==> src/rtl/frame_scan_scheduler.sv <==
// rtl/frame_scan_scheduler.sv - raster frame scan-out sequencer driving frame-memory reads and video timing
//
// Ports:
//   clk, rst                 pixel clock, asynchronous active-high reset
//   i_start                  request one frame (one-deep pending while busy)
//   i_continuous             chain frames back-to-back while high
//   o_rd_en, o_rd_addr       frame-memory read strobe and address
//   i_rd_data                read data, one cycle after o_rd_en
//   o_vsync, o_hsync, o_de   video timing (active high)
//   o_data                   pixel aligned to o_de, 0 otherwise
//   o_busy, o_frame_done     frame in progress, pulse on last frame cycle
module frame_scan_scheduler #(
    parameter int DATA_WIDTH = 24,
    parameter int HRES       = 320,
    parameter int VRES       = 240,
    parameter int HSW        = 8,
    parameter int HBP        = 8,
    parameter int HFP        = 8,
    parameter int VSW        = 2,
    parameter int VBP        = 2,
    parameter int VFP        = 2,
    parameter int ADDR_WIDTH = 17
) (
    input  logic                  clk,
    input  logic                  rst,
    input  logic                  i_start,
    input  logic                  i_continuous,
    output logic                  o_rd_en,
    output logic [ADDR_WIDTH-1:0] o_rd_addr,
    input  logic [DATA_WIDTH-1:0] i_rd_data,
    output logic                  o_vsync,
    output logic                  o_hsync,
    output logic                  o_de,
    output logic [DATA_WIDTH-1:0] o_data,
    output logic                  o_busy,
    output logic                  o_frame_done
);

    localparam int HTOTAL = HSW + HBP + HRES + HFP;
    localparam int VTOTAL = VSW + VBP + VRES + VFP;
    localparam int HC_W   = $clog2(HTOTAL);
    localparam int LC_W   = $clog2(VTOTAL);

    localparam logic [HC_W-1:0] H_LAST   = HC_W'(HTOTAL - 1);
    localparam logic [HC_W-1:0] H_SW     = HC_W'(HSW);
    // Reads lead de by one cycle to absorb the memory latency.
    localparam logic [HC_W-1:0] RD_FIRST = HC_W'(HSW + HBP - 1);
    localparam logic [HC_W-1:0] RD_LAST  = HC_W'(HSW + HBP + HRES - 2);
    localparam logic [HC_W-1:0] H_ONE    = HC_W'(1);
    localparam logic [LC_W-1:0] L_ONE    = LC_W'(1);
    localparam logic [ADDR_WIDTH-1:0] A_ONE = ADDR_WIDTH'(1);

    localparam logic [2:0] S_IDLE   = 3'd0;
    localparam logic [2:0] S_VSYNC  = 3'd1;
    localparam logic [2:0] S_VBACK  = 3'd2;
    localparam logic [2:0] S_ACTIVE = 3'd3;
    localparam logic [2:0] S_VFRONT = 3'd4;

    logic [2:0]            state;
    logic [2:0]            next_state;
    logic [HC_W-1:0]       h_cnt;
    logic [LC_W-1:0]       l_cnt;
    logic [LC_W-1:0]       last_line;
    logic                  pending;
    logic [ADDR_WIDTH-1:0] rd_addr;
    logic                  de_q;
    logic                  busy;
    logic                  line_end;
    logic                  state_end;
    logic                  restart;
    logic                  rd_en;

    assign busy      = (state != S_IDLE);
    assign line_end  = (h_cnt == H_LAST);
    assign state_end = line_end && (l_cnt == last_line);
    // A start arriving on the very last cycle still chains without a gap.
    assign restart   = i_continuous || pending || i_start;
    assign rd_en     = (state == S_ACTIVE) && (h_cnt >= RD_FIRST) && (h_cnt <= RD_LAST);

    always_comb begin
        last_line  = '0;
        next_state = S_IDLE;
        case (state)
            S_VSYNC: begin
                last_line  = LC_W'(VSW - 1);
                next_state = S_VBACK;
            end
            S_VBACK: begin
                last_line  = LC_W'(VBP - 1);
                next_state = S_ACTIVE;
            end
            S_ACTIVE: begin
                last_line  = LC_W'(VRES - 1);
                next_state = S_VFRONT;
            end
            S_VFRONT: begin
                last_line  = LC_W'(VFP - 1);
                next_state = restart ? S_VSYNC : S_IDLE;
            end
            default: begin
                last_line  = '0;
                next_state = S_IDLE;
            end
        endcase
    end

    always_ff @(posedge clk or posedge rst) begin
        if (rst) begin
            state   <= S_IDLE;
            h_cnt   <= '0;
            l_cnt   <= '0;
            pending <= 1'b0;
            rd_addr <= '0;
            de_q    <= 1'b0;
        end else begin
            de_q <= rd_en;
            if (rd_en) begin
                rd_addr <= rd_addr + A_ONE;
            end
            if (state == S_IDLE) begin
                if (i_start || i_continuous) begin
                    state   <= S_VSYNC;
                    h_cnt   <= '0;
                    l_cnt   <= '0;
                    rd_addr <= '0;
                    pending <= 1'b0;
                end
            end else begin
                if (i_start) begin
                    pending <= 1'b1;
                end
                if (line_end) begin
                    h_cnt <= '0;
                    if (state_end) begin
                        l_cnt <= '0;
                        state <= next_state;
                        if (state == S_VFRONT) begin
                            // Leaving the frame either consumes the request or ends idle.
                            pending <= 1'b0;
                            if (restart) begin
                                rd_addr <= '0;
                            end
                        end
                    end else begin
                        l_cnt <= l_cnt + L_ONE;
                    end
                end else begin
                    h_cnt <= h_cnt + H_ONE;
                end
            end
        end
    end

    assign o_busy       = busy;
    assign o_vsync      = (state == S_VSYNC);
    assign o_hsync      = busy && (h_cnt < H_SW);
    assign o_rd_en      = rd_en;
    assign o_rd_addr    = rd_en ? rd_addr : '0;
    assign o_de         = de_q;
    assign o_data       = de_q ? i_rd_data : '0;
    assign o_frame_done = (state == S_VFRONT) && state_end;

endmodule

==> config.mk <==
export PLATFORM = sky130hd
export DESIGN_NAME = frame_scan_scheduler
export DESIGN_NICKNAME = d
export VERILOG_FILES = /design/src/rtl/frame_scan_scheduler.sv
export SDC_FILE = /design/constraint.sdc
export NUM_CORES = 1
export LEC_CHECK = 0
export CORE_MARGIN = 2
export CORE_UTILIZATION = 52
export DETAILED_ROUTE_END_ITERATION = 10
export PLACE_DENSITY = 0.87
export SYNTH_ARGS = -nofsm -noshare
export SYNTH_HDL_FRONTEND = slang
export SYNTH_SLANG_ARGS = --single-unit
==> constraint.sdc <==
create_clock -name clk -period 4.45 [get_ports clk]
set_input_delay 0.89 -clock clk [delete_from_list [all_inputs] [get_ports clk]]
set_output_delay 0.89 -clock clk [all_outputs]
set_load 0.005 [all_outputs]
==> impl_metrics.tcl <==
set metrics [dict create \
    hpwl_mm 4.710 \
    ys_seq_area_share_pct 37.54 \
    cts_tree "yes" \
    synth_top_area_cell "dfrtp_1" \
    drt_iter0_markers 167 \
    viasPerCell 5.585 \
    finClkSkew_ps 6.780 \
    cts.path.max_buffers 2 \
    slew_viol_final 0 \
    path_cells "inv_1 > ha_1 > nand4b_1 > a21oi_1 > or3_1 > inv_1 > ha_1 > clkdlybuf4s50_1" \
    drive_gt1_share_pct 5.512 \
    path_class "register to output port" \
    portBuffers 74 \
    die_h_um 74.71 \
    numCtsBuffers 5 \
    grt_pass1_wl_mm 10.42 \
    drc_errors 0 \
    whs_ps 562.3 \
    yosysTopAreaCellShare_pct 37.54 \
    worstPathBufferInverterCount 3 \
    syn_nets 344 \
    outcome "complete, no violations" \
    final_core_util_pct 72.50 \
    path_max_fanout 20 \
    met3_usage_pct 5.890 \
    min_period_over_period_pct 91.95 \
    worstMarginPinSlew_ps 1091 \
    leakagePower_nw 1.377 \
    register_area_sq_um 975.9 \
    core_sq_um 4786 \
    ys_warn_count 0 \
    cts_max_level 2 \
    tns_ps 0 \
    syn_inst 311 \
    use_met2_pct 43.26 \
    ys_types 48 \
    cp_top_family "buffers and inverters" \
    crit_path_start "h_cnt[0]" \
    cts_resized 0 \
    grt_max_degree 31 \
    synthFlopType "dfrtp_1" \
    placed_area_sq_um 3377 \
    ant_nets 0 \
    min_path_type "register to register" \
    rows 25 \
    power.density_nw_per_um2 243.2 \
    reg2reg_slack_ps 1650 \
    yosys_register_bits 39 \
    cpPeakStageDelay_ps 520 \
    max_freq_mhz 244.4 \
    synth_area_leaders "dfrtp_1, and2_1, nand2_1" \
    place_congestion 0.9101 \
    worstReg2RegEnd "rd_addr[0]" \
    reg2reg_depth 8 \
    grt_pass1_vias 2264 \
    grt_usage_pct 24.37 \
    maxCapViolations 0 \
    min_period_ps 4092 \
    cts_root_buffer "clkbuf_8" \
    drt_first_pass_iters 4 \
    nFillCells 395 \
    multi_input_area_sq_um 1531 \
    endpoint_kind "output port" \
    cp_slowest_cell "or3_1" \
    boundaryPins 75 \
    start_kind "register" \
    routed_wl_mm 6.410 \
    yosys-top-cells-count "and2_1, dfrtp_1, nand2_1, o21ai_0, nor2_1" \
    path_clk_slew_ps 80 \
    syn_to_final_growth_pct 33.45 \
    final_area_sq_um 3470 \
    yosysMostFrequentCell "and2_1" \
    n_antenna_cell 0 \
    r2r_start "h_cnt[0]" \
    post_cts_buffers 0 \
    required_ps 3560 \
    setup_viol_count_final 0 \
    initial_core_util_pct 54.33 \
    grt-busiest-layer "met2" \
    peakVddDrop_mv 0.2966 \
    die_w_um 74.71 \
    synth-edff-count 0 \
    fin_nets 413 \
    cts_hold_buf 0 \
    dieArea_sq_um 5582 \
    total_power_uw 843.9 \
    hold_viol 0 \
    syn_area_sq_um 2600 \
    grt-ovfl-total 0 \
    routedWlPerCell_um 14.31 \
    cts.sinks 39 \
    cp.depth 8 \
    synth-async-reset-ratio_pct 100.0 \
    met1_usage_pct 29.46 \
    vias 2502 \
    synth_area_per_cell_sq_um 8.360 \
    cp.arrival_ps 3200 \
    clkLatencyLatePin_ps 300 \
    rsz0062_at_grt "false" \
    slew_headroom_pct 27.18 \
    grt_antenna_before_repair 0 \
    crit_end "o_rd_addr[0]" \
]
[report_power, final]
group / leakage (nW) / internal (mW) / switching [mW]
registers: 0.522 / 0.386 / 0.0492
logic: 0.813 / 0.0805 / 0.0780
clock network: 0.0408 / 0.112 / 0.138
[state kept, by name, indices dropped and copies added, names as in the netlist]
register  flops
o_de          1
h_cnt         9
state         3
rd_addr      17
l_cnt         8
pending       1
[metal layers]
layer	share of wire (%)	wire length [um]
met5	0	0
met4	1.4	87
met1	40	2583
met2	50	3196
met3	8.5	542
[worst min-delay path, cell delays in order (launching register included)]
cell and delay (ps):
dfrtp_1 400, nand2_1 60, o21ai_0 70
[stage by stage]
stage | setup slack [ps] | std cells
floorplan | 1528 | 311
global placement | 890.6 | 440
detailed placement | 727.6 | 440
CTS | 389.4 | 448
global route | 53.66 | 448
finish | 358.4 | 448
[cells by family (layout without fill, tap and decap cells)]
| group | Yosys count | in the layout | share of synthesized area, % |
|---|---|---|---|
| mux | 1 | 1 | 0.4331 |
| fa+ha+maj | 5 | 5 | 2.406 |
| compound gates | 52 | 52 | 12.75 |
| buf+inv | 21 | 91 | 3.561 |
| simple gates | 179 | 179 | 38.60 |
| xor+xnor | 14 | 14 | 4.716 |
| flops | 39 | 39 | 37.54 |
[final cells by class]
type | instances | area share, %
clock buffer | 5 | 1.983
clock inverter | 3 | 0.6852
inverter | 6 | 0.6491
multi-input combinational | 251 | 44.14
sequential | 39 | 28.13
tap | 67 | 2.416
timing repair buffer | 77 | 22.00
[worst min path at each step]
| stage | start | endpoint | slack, ps | cells past startpoint |
|---|---|---|---|---|
| 2_1_floorplan | l_cnt[7] | l_cnt[7] | 510 | 2 |
| 3_3_place_gp | l_cnt[7] | l_cnt[7] | 540 | 2 |
| 3_5_place_dp | l_cnt[7] | l_cnt[7] | 540 | 2 |
| 4_1_cts | l_cnt[7] | l_cnt[7] | 560 | 2 |
| 5_1_grt | l_cnt[7] | l_cnt[7] | 600 | 2 |
| 6_report | l_cnt[7] | l_cnt[7] | 560 | 2 |
[cells in the final DEF (no fill, tap or decap), types with 3 or more instances in the layout]
| master | Yosys | layout |
|---|---|---|
| clkdlybuf4s50_1 | 0 | 74 |
| and2_1 | 43 | 43 |
| dfrtp_1 | 39 | 39 |
| nand2_1 | 37 | 37 |
| o21ai_0 | 26 | 26 |
| nor2_1 | 24 | 24 |
| nand3_1 | 15 | 15 |
| xnor2_1 | 14 | 14 |
| a21oi_1 | 11 | 11 |
| nor4_1 | 8 | 8 |
| and3_1 | 7 | 7 |
| or4_1 | 6 | 6 |
| or3_1 | 5 | 5 |
| inv_1 | 5 | 5 |
| nand4_1 | 5 | 5 |
| o31ai_1 | 5 | 5 |
| ha_1 | 5 | 5 |
| clkbuf_8 | 0 | 5 |
| nand4b_1 | 4 | 4 |
| nand3b_1 | 3 | 3 |
| nor3_1 | 3 | 3 |
| nor2b_1 | 3 | 3 |
| and4_1 | 3 | 3 |
| buf_4 | 0 | 3 |
(Power assumes the default switching activity.)
